<file path="src/rtl/sn74xx_timing.vh">
// Shared defaults for the sn74xx counter family: delay triples (ns) and
// count-direction encodings.
`ifndef SN74XX_TIMING_VH
`define SN74XX_TIMING_VH

localparam int SN74XX_TPLHQ_MIN = 0;
localparam int SN74XX_TPLHQ_TYP = 13;
localparam int SN74XX_TPLHQ_MAX = 20;
localparam int SN74XX_TPHLQ_MIN = 0;
localparam int SN74XX_TPHLQ_TYP = 15;
localparam int SN74XX_TPHLQ_MAX = 23;
localparam int SN74XX_TPLHR_MIN = 0;
localparam int SN74XX_TPLHR_TYP = 10;
localparam int SN74XX_TPLHR_MAX = 15;
localparam int SN74XX_TPHLR_MIN = 0;
localparam int SN74XX_TPHLR_TYP = 12;
localparam int SN74XX_TPHLR_MAX = 18;

localparam logic COUNT_UP   = 1'b1;
localparam logic COUNT_DOWN = 1'b0;

`endif

</file>
<file path="src/rtl/sn74xx_updown_counter_n_pkg.sv">
// Common types and constants for the parametrised up/down counter.
package sn74xx_updown_counter_n_pkg;

  `include "sn74xx_timing.vh"

  // Operation selected for the next clock edge (clear is handled separately).
  typedef enum logic [1:0] {
    OP_HOLD  = 2'd0,
    OP_COUNT = 2'd1,
    OP_LOAD  = 2'd2
  } op_e;

  // A delay triple is sane when min <= typ <= max and nothing is negative.
  function automatic bit delay_triple_ok(input int dmin, input int dtyp, input int dmax);
    return (dmin >= 0) && (dmin <= dtyp) && (dtyp <= dmax);
  endfunction

endpackage

</file>
<file path="src/rtl/sn74xx_tc_detect.sv">
// Terminal-count comparator: flags the last state of the count in the
// current direction, gated by the cascade enable ent.
module sn74xx_tc_detect
  import sn74xx_updown_counter_n_pkg::*;
#(
  parameter int WIDTH   = 4,
  parameter int MODULUS = 16
) (
  input  logic [WIDTH-1:0] q,
  input  logic             up,
  input  logic             ent,
  output logic             rco
);

  localparam logic [WIDTH-1:0] TC_UP = WIDTH'(MODULUS - 1);

  // Equality against MODULUS-1 means an out-of-range q can never flag in the up direction.
  always_comb begin
    if (up == COUNT_UP) rco = ent & (q == TC_UP);
    else                rco = ent & (q == '0);
  end

endmodule

</file>
<file path="src/rtl/sn74xx_updown_counter_n.sv">
// Fully synchronous presettable up/down modulo-N counter with TTL-style
// enables (enp/ent), ripple-carry (rco) and ripple-clock (rck_n) outputs
// for cascading. The RTL is zero-delay; the delay parameters describe the
// device for back-annotated timing.
module sn74xx_updown_counter_n
  import sn74xx_updown_counter_n_pkg::*;
#(
  parameter int WIDTH     = 4,
  parameter int MODULUS   = 16,
  parameter int tPLHQ_min = SN74XX_TPLHQ_MIN,
  parameter int tPLHQ_typ = SN74XX_TPLHQ_TYP,
  parameter int tPLHQ_max = SN74XX_TPLHQ_MAX,
  parameter int tPHLQ_min = SN74XX_TPHLQ_MIN,
  parameter int tPHLQ_typ = SN74XX_TPHLQ_TYP,
  parameter int tPHLQ_max = SN74XX_TPHLQ_MAX,
  parameter int tPLHR_min = SN74XX_TPLHR_MIN,
  parameter int tPLHR_typ = SN74XX_TPLHR_TYP,
  parameter int tPLHR_max = SN74XX_TPLHR_MAX,
  parameter int tPHLR_min = SN74XX_TPHLR_MIN,
  parameter int tPHLR_typ = SN74XX_TPHLR_TYP,
  parameter int tPHLR_max = SN74XX_TPHLR_MAX
) (
  input  logic             clk,
  input  logic             clr,
  input  logic             load_n,
  input  logic             enp,
  input  logic             ent,
  input  logic             up,
  input  logic [WIDTH-1:0] d,
  output logic [WIDTH-1:0] q,
  output logic             rco,
  output logic             rck_n
);

  localparam logic [WIDTH-1:0] TC_UP = WIDTH'(MODULUS - 1);
  localparam logic [WIDTH-1:0] ONE   = WIDTH'(1);

  localparam bit PARAMS_OK =
    (WIDTH >= 1) && (WIDTH <= 16) &&
    (MODULUS >= 2) && (MODULUS <= (1 << WIDTH)) &&
    delay_triple_ok(tPLHQ_min, tPLHQ_typ, tPLHQ_max) &&
    delay_triple_ok(tPHLQ_min, tPHLQ_typ, tPHLQ_max) &&
    delay_triple_ok(tPLHR_min, tPLHR_typ, tPLHR_max) &&
    delay_triple_ok(tPHLR_min, tPHLR_typ, tPHLR_max);

  if (!PARAMS_OK) begin : g_param_check
    $error("sn74xx_updown_counter_n: illegal WIDTH/MODULUS or delay parameters");
  end

  logic [WIDTH-1:0] q_q;
  logic [WIDTH-1:0] q_d;
  op_e              op;

  // Next-state: load beats count beats hold. Out-of-range states fall to 0
  // going up and step down one at a time going down, so nothing locks up.
  always_comb begin
    op  = OP_HOLD;
    q_d = q_q;
    if (!load_n)          op = OP_LOAD;
    else if (enp && ent)  op = OP_COUNT;
    case (op)
      OP_LOAD:  q_d = d;
      OP_COUNT: begin
        if (up == COUNT_UP) q_d = (q_q >= TC_UP) ? '0 : q_q + ONE;
        else                q_d = (q_q == '0) ? TC_UP : q_q - ONE;
      end
      default:  q_d = q_q;
    endcase
  end

  // State register; clr wins over everything on its edge. No power-on value,
  // so q stays unknown until the first clear.
  always_ff @(posedge clk) begin
    if (clr) q_q <= '0;
    else     q_q <= q_d;
  end

  assign q = q_q;

  sn74xx_tc_detect #(
    .WIDTH   (WIDTH),
    .MODULUS (MODULUS)
  ) u_tc_detect (
    .q   (q_q),
    .up  (up),
    .ent (ent),
    .rco (rco)
  );

  // Ripple clock: low during the clk-low phase ahead of a terminal-count edge.
  assign rck_n = ~(rco & enp & ~clk);

endmodule

</file>
<file path="config.mk">
export PLATFORM = sky130hd
export DESIGN_NAME = sn74xx_updown_counter_n
export DESIGN_NICKNAME = d
export VERILOG_FILES = /design/src/rtl/sn74xx_updown_counter_n_pkg.sv /design/src/rtl/sn74xx_tc_detect.sv /design/src/rtl/sn74xx_updown_counter_n.sv
export VERILOG_INCLUDE_DIRS = /design/src /design/src/rtl
export SDC_FILE = /design/constraint.sdc
export NUM_CORES = 1
export LEC_CHECK = 0
export ABC_AREA = 1
export BUFFER_PORTS_ARGS = -buffer_cell sky130_fd_sc_hd__buf_2
export CAP_MARGIN = 20
export CORE_AREA = 2 2 39 41
export CTS_CLUSTER_SIZE = 24
export DETAILED_ROUTE_END_ITERATION = 8
export DIE_AREA = 0 0 41 43
export GPL_TIMING_DRIVEN = 0
export PLACE_DENSITY = 0.52
export SYNTH_ARGS = -nofsm -noshare
export SYNTH_HDL_FRONTEND = slang
export SYNTH_SLANG_ARGS = --single-unit
</file>
<file path="constraint.sdc">
create_clock -name clk -period 1.3 [get_ports clk]
set_input_delay 0.065 -clock clk [delete_from_list [all_inputs] [get_ports clk]]
set_output_delay 0.065 -clock clk [all_outputs]
set_load 0.01 [all_outputs]
</file>
==> results of run 1 <==
worst max-delay path: stages, from the launching register on:
cell,delay (ps)
dfxtp_4,360
inv_4,80
ha_4,150
nand3_4,80
a21oi_2,160
nand3b_1,80
buf_2,140
layout make-up:
| class | count | area, um^2 | share of cell area (%) |
|---|---|---|---|
| Multi-Input combinational cell | 49 | 309 | 43.6 |
| Timing Repair Buffer | 29 | 194 | 27.4 |
| Sequential cell | 4 | 87.6 | 12.4 |
| Clock buffer | 7 | 50.0 | 7.07 |
| Inverter | 9 | 36.3 | 5.12 |
| Tap cell | 16 | 20.0 | 2.83 |
| Buffer | 1 | 11.3 | 1.59 |
cells in the final DEF (no fill, tap or decap):
cell type       n
buf_2          15
nor2_4          1
buf_6           2
nand3_1         7
ha_4            2
nor2_1          2
nand4_1         1
nand3_2         1
dfxtp_4         2
nand3_4         1
nand2_2         2
clkbuf_4        6
nand2_1        22
buf_4          11
a31oi_1         2
dfxtp_1         2
or2_0           2
inv_1           4
inv_2           4
nand3b_1        1
a21oi_2         5
dlygate4sd3_1   3
inv_4           1
stage by stage:
| step | power [mW] | utilization, % | instance area [um^2] |
|---|---|---|---|
| final | 0.649 | 51.2 | 708 |
| after global routing | 0.690 | 51.2 | 708 |
| after floorplan | 0.247 | - | 389 |
| after CTS | 0.625 | 48.3 | 668 |
| after detailed placement | 0.294 | 35.0 | 484 |
| after global placement | 0.294 | 35.0 | 484 |
per-layer routing:
metal | up-vias | share of wire (%) | wire (um) | GRT usage (%)
met5 | - | 0 | 0 | 0
li1 | 277 | - | - | -
met1 | 231 | 42 | 521 | 18.3
met3 | 5 | 6.3 | 78 | 9.42
met4 | 0 | 2.6 | 32 | 10.7
met2 | 19 | 49 | 615 | 25.0
power groups by stage:
stage | Sequential [mW] | Combinational, mW | Clock, mW
floorplan | 0.151 | 0.0831 | 0.0126
global placement | 0.149 | 0.129 | 0.0154
detailed placement | 0.149 | 0.129 | 0.0154
CTS | 0.145 | 0.175 | 0.305
global route | 0.147 | 0.213 | 0.330
finish | 0.146 | 0.195 | 0.309
path summary, 6_finish.rpt:
path | start | end
worst max-delay path | q[0]$_SDFFE_PP0P_ | rck_n
worst min-delay path | load_n | q[1]$_SDFFE_PP0P_
worst max register to register | q[0]$_SDFFE_PP0P_ | q[3]$_SDFFE_PP0P_
worst min register to register | q[0]$_SDFFE_PP0P_ | q[0]$_SDFFE_PP0P_
what timing repair did:
action / 4_1_cts / 5_1_grt
hold buffers: 3 / 0
hold endpoints to repair: 3 / 0
gates resized for setup: 10 / 6
setup endpoints to repair: 5 / 4
setup buffers: 9 / 3
pin swaps: 2 / 6
kinds of logic (layout without fill, tap and decap cells):
family	after synthesis	count (layout)	share of synthesized area, %
and+or+nand+nor	40	40	47.7
buffers and inverters	10	46	11.6
AOI/OAI and AO/OA	7	7	13.5
DFF	4	4	20.6
adders and majority gates	2	2	6.45
==> flow_summary_export.csv, run 1 <==
group,metric,value,unit
power_and_ir_drop,comb_power_share,30.0,%
detailed_routing,finalWirelength,1.25,mm
placed_design,place.detailed.hpwl,741,um
timing,fmax,678,MHz
final_layout,final_layout_size_suffix_gt1_share,53.5,%
synthesis,synth.top_cells.by_area,"nand2_1 23%, dfxtp_1 21%, nand3_1 10%, a21oi_2 9.0%, ha_1 6.5%",
worst_setup_path,crit_fanout,4,
synthesis,gate_count_after_technology_mapping,63,
floorplanning,die_w,41,um
timing,hold-worst-slack,26.1,ps
timing,report.final.hold_viol_count,0,
timing,unrepaired_setup_endpoints_after_global_routing,"yes",
synthesis,synth_enable_flop_cells,0,
detailed_routing,drtIter0Drc,22,
worst_setup_path,critical_path_arrival,1410,ps
placed_design,place_ws,-20.6,ps
timing,timing.final.ws_setup,-175,ps
synthesis,synth_top_area_cell,"nand2_1",
cts,clk_pin_slew,40,ps
synthesis,ys_dominant_reg_cell,"dfxtp_1",
synthesis,synth.yosys.warnings,0,
power_and_ir_drop,power.share.clock,47.6,%
timing,maxSlewHeadroom,87.4,%
detailed_routing,first_pass_iters,4,
power_and_ir_drop,netSwitchingFraction,31.3,%
final_layout,layout-area-overhead-vs-synth,82.6,%
worst_setup_path,worst-endpoint-required,1240,ps
worst_setup_path,crit_path_end_kind,"output pin",
floorplanning,dieArea,0.00176,mm^2
floorplanning,floorplan.core_area,0.00138,mm^2
final_layout,flip_flop_count_of_the_largest_register_after_layout,4,
synthesis,ys_ff_latch,4,
power_and_ir_drop,power.density,917,mW/mm^2
placed_design,placed_cells,94,
floorplanning,starting_density_of_the_core,28.0,%
global_routing,grt_util_all_layers,17.2,%
timing,post-route-period-util,113,%
synthesis,syn_area_per_cell,6.16,um^2
status,violated_checks,"setup timing",
timing,timing.final.setup_violations,4,
synthesis,syn-cell-area,388,um^2
worst_setup_path,criticalPathCategory,"reg -> out",
timing,setup-tns-final,-343,ps
worst_setup_path,reg2reg_depth,10,
floorplanning,design.portCount,16,
global_routing,grt_pass1_vias,501,
synthesis,synth_most_common_cell,"nand2_1",
synthesis,synthDominantCellAreaShare,23.2,%
placed_design,finalWeightedCongestion,0.801,
global_routing,globalRouteOverflowTotal,0,
final_layout,nets,113,
final_layout,finish.cell_count_without_fillers,115,
worst_hold_path,timing.hold.worst.class,"in -> reg",
final_layout,antenna_cells,0,
global_routing,grt_antenna_before_repair,0,
synthesis,synth_top_cells_by_count,"24 x nand2_1, 8 x nand3_1, 6 x inv_1",
synthesis,postSynth.asyncResetShare,0,%
floorplanning,floorplan.rows,14,
power_and_ir_drop,switchingPower,203,uW
placed_design,io_buffers,15,
synthesis,mappedNetlistNets,75,
timing,finalWorstPathRequiredPeriod,1480,ps
detailed_routing,routed_via_density,4.63,
worst_setup_path,timing.reg2reg.setup_slack,-70,ps
detailed_routing,routed_wire_length_per_instance,10.9,um
timing,final_max_slew_viol_count,0,
detailed_routing,detailroute.via_count,532,
timing,worst_margin_pin_slew,188,ps
cts,worst_skew_pair.late_latency,360,ps
status,result_of_the_run,"complete, but fails checks",
global_routing,grt_max_degree,10,
worst_setup_path,setup.worst_path.start_class,"flop",
worst_hold_path,timing.hold.worst_path_depth,4,
final_layout,nFillCells,147,
power_and_ir_drop,leakage,0.353,nW
timing,finClkSkew,1.12,ps
job,cap_viol_max_count,0,
power_and_ir_drop,vdd_ir_drop_max,455,uV
global_routing,first_pass_grt_wire_length,1.94,mm
cts,cts_tree,"done",
detailed_routing,post-route-drc-count,0,
floorplanning,die_h,43,um
power_and_ir_drop,p_int,446,uW
synthesis,yosys.cell_types.count,16,
detailed_routing,detail-route-antenna-nets,0,
synthesis,seq_area_frac_synth,20.6,%
power_and_ir_drop,seq_power_share,22.4,%
Note: power is estimated with default switching activity, not from simulation.
==> run 2, diff against run 1 <==
Settings changed: SKIP_LAST_GASP set to 1.
==> flow_summary_export.csv, run 2 (synthesized netlist as in run 1, its figures left out) <==
group,metric,value,unit
status,result_of_the_run,"complete, but fails checks",
status,violated_checks,"setup timing",
worst_setup_path,worst-endpoint-required,1240,ps
timing,finalWorstPathRequiredPeriod,1480,ps
detailed_routing,first_pass_iters,4,
worst_hold_path,timing.hold.worst_path_depth,4,
worst_setup_path,number_of_cells_on_the_critical_path,6,
final_layout,layout_commonest_cell,"nand2_1",
worst_setup_path,crit_family,"flip-flops",
global_routing,grt_pass1_vias,501,
floorplanning,floorplan.core_area,0.00138,mm^2
cts,clk_pin_slew,40,ps
placed_design,place.detailed.hpwl,741,um
timing,report.final.hold_viol_count,0,
final_layout,layout.cells.most_common_list,"22 x nand2_1, 15 x buf_2, 11 x buf_4",
floorplanning,design.portCount,16,
final_layout,finish.cell_count_without_fillers,115,
cts,cts_tree,"done",
final_layout,nets,113,
timing,worst_margin_pin_slew,195,ps
worst_setup_path,setup.worst_path.start_class,"flop",
placed_design,finalWeightedCongestion,0.801,
worst_setup_path,critical_path_arrival,1410,ps
detailed_routing,post-route-drc-count,0,
final_layout,final_layout_size_suffix_gt1_share,52.5,%
worst_setup_path,crit_path_end_kind,"output pin",
detailed_routing,detail-route-antenna-nets,0,
final_layout,antenna_cells,0,
worst_hold_path,worstHoldStart,"load_n",
timing,setup-tns-final,-345,ps
worst_setup_path,bufs_and_invs_on_worst_path,2,
power_and_ir_drop,power.density,923,mW/mm^2
detailed_routing,finalWirelength,1.27,mm
placed_design,placed_cells,94,
detailed_routing,routed_wire_length_per_instance,11.1,um
worst_setup_path,end_of_the_worst_register_to_register_path,"q[3]$_SDFFE_PP0P_",
detailed_routing,detailroute.via_count,537,
timing,post-route-period-util,114,%
worst_setup_path,crit_fanout,4,
worst_hold_path,timing.hold.worst.class,"in -> reg",
global_routing,grt_max_degree,10,
worst_setup_path,cp-endpoint,"rck_n",
final_layout,flip_flop_count_of_the_largest_register_after_layout,4,
worst_setup_path,critical-path-max-stage-delay,360,ps
timing,final_max_slew_viol_count,0,
worst_setup_path,critical_path.reg2reg.startpoint,"q[0]$_SDFFE_PP0P_",
worst_setup_path,path_cells,"inv_4, ha_4, nand3_4, a21oi_2, nand3b_1, buf_2",
global_routing,first_pass_grt_wire_length,1.94,mm
final_layout,layout-area-overhead-vs-synth,81.6,%
floorplanning,die_w,41,um
cts,worst_skew_pair.late_latency,360,ps
floorplanning,die_h,43,um
worst_setup_path,criticalPathCategory,"reg -> out",
timing,fmax,677,MHz
timing,unrepaired_setup_endpoints_after_global_routing,"yes",
global_routing,grt_util_all_layers,17.2,%
timing,timing.final.ws_setup,-177,ps
detailed_routing,drtIter0Drc,19,
timing,hold-worst-slack,24.2,ps
global_routing,globalRouteOverflowTotal,0,
timing,finClkSkew,0.941,ps
floorplanning,dieArea,0.00176,mm^2
global_routing,grt_antenna_before_repair,0,
timing,timing.final.setup_violations,4,
floorplanning,floorplan.rows,14,
timing,maxSlewHeadroom,87.0,%
worst_setup_path,slowest_cell_on_crit_path,"dfxtp_4",
worst_setup_path,reg2reg_depth,10,
floorplanning,starting_density_of_the_core,28.0,%
placed_design,io_buffers,15,
power_and_ir_drop,leakage,0.353,nW
job,cap_viol_max_count,0,
worst_setup_path,timing.reg2reg.setup_slack,-70,ps
final_layout,nFillCells,148,
detailed_routing,routed_via_density,4.67,
worst_setup_path,startpoint,"q[0]$_SDFFE_PP0P_",
power_and_ir_drop,vdd_ir_drop_max,458,uV
run 2: cell counts in the layout (fill, tap and decap cells not counted):
Identical to the previous run, type by type.
run 2: final cells by class:
type / count / area [um^2] / share of cell area, %
flip-flops and latches: 4 / 87.6 / 12.4
clock buffers: 7 / 50.0 / 7.10
plain buffers: 1 / 11.3 / 1.60
multi-input cells: 49 / 305 / 43.3
repair buffers: 29 / 194 / 27.5
inverters: 9 / 36.3 / 5.15
well taps: 16 / 20.0 / 2.84
run 2: power breakdown:
group / switching, mW / leakage, nW / internal [mW]
combinational: 0.0975 / 0.288 / 0.0968
clock: 0.0931 / 0.0310 / 0.217
sequential: 0.0138 / 0.0344 / 0.132
total: 0.204 / 0.353 / 0.446
run 2: worst min path at each step:
stage	to	slack, ps
CTS	q[1]$_SDFFE_PP0P_	30
floorplan	q[1]$_SDFFE_PP0P_	130
global route	q[1]$_SDFFE_PP0P_	40
detailed placement	rck_n	250
finish	q[1]$_SDFFE_PP0P_	20
global placement	rck_n	250
run 2: worst min-delay path, cell delays in order:
cell     delay [ps]
buf_2           100
inv_2            50
nand2_1          50
a31oi_1          70
run 2: what timing repair did:
action	in CTS	in global routing
hold buffers	3	0
pin swaps	2	6
gates resized for setup	10	5
endpoints found under the hold margin	3	0
endpoints found under the setup margin	5	4
setup buffers	9	3
gates cloned	0	0
run 2: metrics by stage:
step,worst slack (ps),power (mW),cell area (um^2),util (%)
3_5_place_dp,-20.6,0.294,484,35.0
2_1_floorplan,41.8,0.247,389,-
4_1_cts,-163,0.625,668,48.3
6_report,-177,0.650,704,50.9
3_3_place_gp,-11.3,0.294,484,35.0
5_1_grt,-259,0.689,704,50.9
run 2: per-layer routing:
metal,vias up,track usage (%),share of wire [%]
met1,233,18.3,41
met4,0,10.7,2.6
met2,21,25.0,49
met5,-,0,0
met3,5,9.42,7.2
li1,278,-,-
==> run 3, diff against run 2 <==
Settings changed: REMOVE_ABC_BUFFERS set to 1.
==> flow_summary_export.csv, run 3 (synthesized netlist as in run 1, its figures left out) <==
group,metric,value,unit
status,result_of_the_run,"complete, but fails checks",
status,violated_checks,"setup timing",
placed_design,place.detailed.hpwl,761,um
power_and_ir_drop,vdd_ir_drop_max,536,uV
placed_design,place_ws,-109,ps
final_layout,antenna_cells,0,
detailed_routing,routed_wire_length_per_instance,10.8,um
timing,maxSlewHeadroom,85.4,%
final_layout,layout_commonest_cell,"nand2_1",
worst_setup_path,end_of_the_worst_register_to_register_path,"q[3]$_SDFFE_PP0P_",
timing,finalWorstPathRequiredPeriod,1470,ps
worst_setup_path,slowest_cell_on_crit_path,"dfxtp_4",
worst_setup_path,crit_fanout,3,
timing,report.final.hold_viol_count,0,
detailed_routing,post-route-drc-count,0,
final_layout,layout.cells.most_common_list,"22 x nand2_1, 15 x buf_2, 7 x nand3_1",
worst_setup_path,crit_family,"flip-flops",
power_and_ir_drop,leakage,0.314,nW
job,cap_viol_max_count,0,
final_layout,flip_flop_count_of_the_largest_register_after_layout,4,
timing,setup-tns-final,-268,ps
final_layout,seqCellArea,88.8,um^2
placed_design,io_buffers,15,
worst_setup_path,setup.worst_path.start_class,"flop",
floorplanning,floorplan.core_area,0.00138,mm^2
power_and_ir_drop,power.density,971,mW/mm^2
timing,timing.final.setup_violations,3,
worst_setup_path,criticalPathCategory,"reg -> out",
final_layout,finish.instance_area,636,um^2
timing,fmax,680,MHz
worst_setup_path,critical_path.reg2reg.startpoint,"q[1]$_SDFFE_PP0P_",
worst_hold_path,timing.hold.worst.class,"in -> reg",
cts,clk_pin_slew,40,ps
timing,unrepaired_setup_endpoints_after_global_routing,"yes",
floorplanning,die_w,41,um
floorplanning,starting_density_of_the_core,28.0,%
worst_setup_path,startpoint,"q[0]$_SDFFE_PP0P_",
timing,finClkSkew,8.77,ps
worst_setup_path,path_cells,"inv_2, ha_4, nand3_2, a21oi_2, nand3b_1, buf_2",
global_routing,grt_pass1_vias,484,
timing,timing.final.ws_setup,-171,ps
detailed_routing,first_pass_iters,4,
detailed_routing,drtIter0Drc,25,
worst_setup_path,timing.reg2reg.setup_slack,110,ps
global_routing,grt_max_degree,11,
timing,final_max_slew_viol_count,0,
floorplanning,floorplan.rows,14,
timing,post-route-period-util,113,%
placed_design,post_placement_cell_area,472,um^2
floorplanning,design.portCount,16,
power_and_ir_drop,report.power.total,617,uW
global_routing,grt_antenna_before_repair,0,
global_routing,first_pass_grt_wire_length,1.88,mm
worst_setup_path,cp-endpoint,"rck_n",
worst_setup_path,crit_path_end_kind,"output pin",
worst_setup_path,reg2reg_depth,8,
detailed_routing,detail-route-antenna-nets,0,
worst_setup_path,bufs_and_invs_on_worst_path,2,
final_layout,multi_input_comb_area,298,um^2
detailed_routing,finalWirelength,1.17,mm
global_routing,grt_util_all_layers,16.6,%
cts,cts_tree,"done",
worst_setup_path,critical-path-max-stage-delay,350,ps
worst_setup_path,number_of_cells_on_the_critical_path,6,
floorplanning,dieArea,0.00176,mm^2
final_layout,nFillCells,151,
final_layout,nets,106,
timing,worst_margin_pin_slew,219,ps
floorplanning,die_h,43,um
detailed_routing,routed_via_density,4.64,
final_layout,layout-area-overhead-vs-synth,63.9,%
detailed_routing,detailroute.via_count,501,
final_layout,final_layout_size_suffix_gt1_share,48.9,%
placed_design,finalWeightedCongestion,0.779,
worst_setup_path,worst-endpoint-required,1240,ps
global_routing,globalRouteOverflowTotal,0,
cts,worst_skew_pair.late_latency,360,ps
worst_setup_path,critical_path_arrival,1410,ps
==> run 3: what timing repair did <==
action,in CTS,in global routing
setup endpoints to repair,6,3
gates resized for setup,12,1
pin swaps,4,4
hold endpoints to repair,3,0
gates cloned,0,0
hold buffers,3,0
setup buffers,5,1
==> run 3: worst min path at each step <==
stage / cells past startpoint / endpoint / slack, ps / start
floorplan: 1 / q[2]$_SDFFE_PP0P_ / 130 / clr
detailed placement: 2 / rck_n / 250 / clk
CTS: 4 / q[1]$_SDFFE_PP0P_ / 40 / load_n
global route: 4 / q[0]$_SDFFE_PP0P_ / 80 / load_n
finish: 4 / q[1]$_SDFFE_PP0P_ / 30 / load_n
global placement: 2 / rck_n / 250 / clk
==> run 3: through the flow <==
step           utilization, %  hold slack (ps)  std cells
3_5_place_dp             34.1              252         93
2_1_floorplan               -              134         62
6_report                 45.9             25.5        108
4_1_cts                  45.4             37.9        107
5_1_grt                  45.9             83.7        108
3_3_place_gp             34.1              252         93
==> run 3: report_power, final <==
part	switching (mW)	internal (mW)
clock	0.0901	0.217
combinational	0.0844	0.0760
sequential	0.0172	0.132
==> run 3: routing by layer <==
metal	wire (um)	global-route usage, %	vias to the layer above
met5	0	0	-
met4	12	10.7	0
met3	96	8.38	2
met2	549	22.5	23
met1	510	19.6	215
li1	-	-	261
==> run 3: worst min-delay path, stage by stage <==
cell and delay [ps]:
buf_2 100, inv_2 50, nand2_1 50, a31oi_1 80
==> run 3: final cells by class <==
| class | count | share of cell area [%] |
|---|---|---|
| clock buffer | 7 | 7.87 |
| inverter | 9 | 5.31 |
| multi-input combinational | 49 | 46.9 |
| sequential | 4 | 14.0 |
| tap | 16 | 3.15 |
| timing repair buffer | 23 | 22.8 |
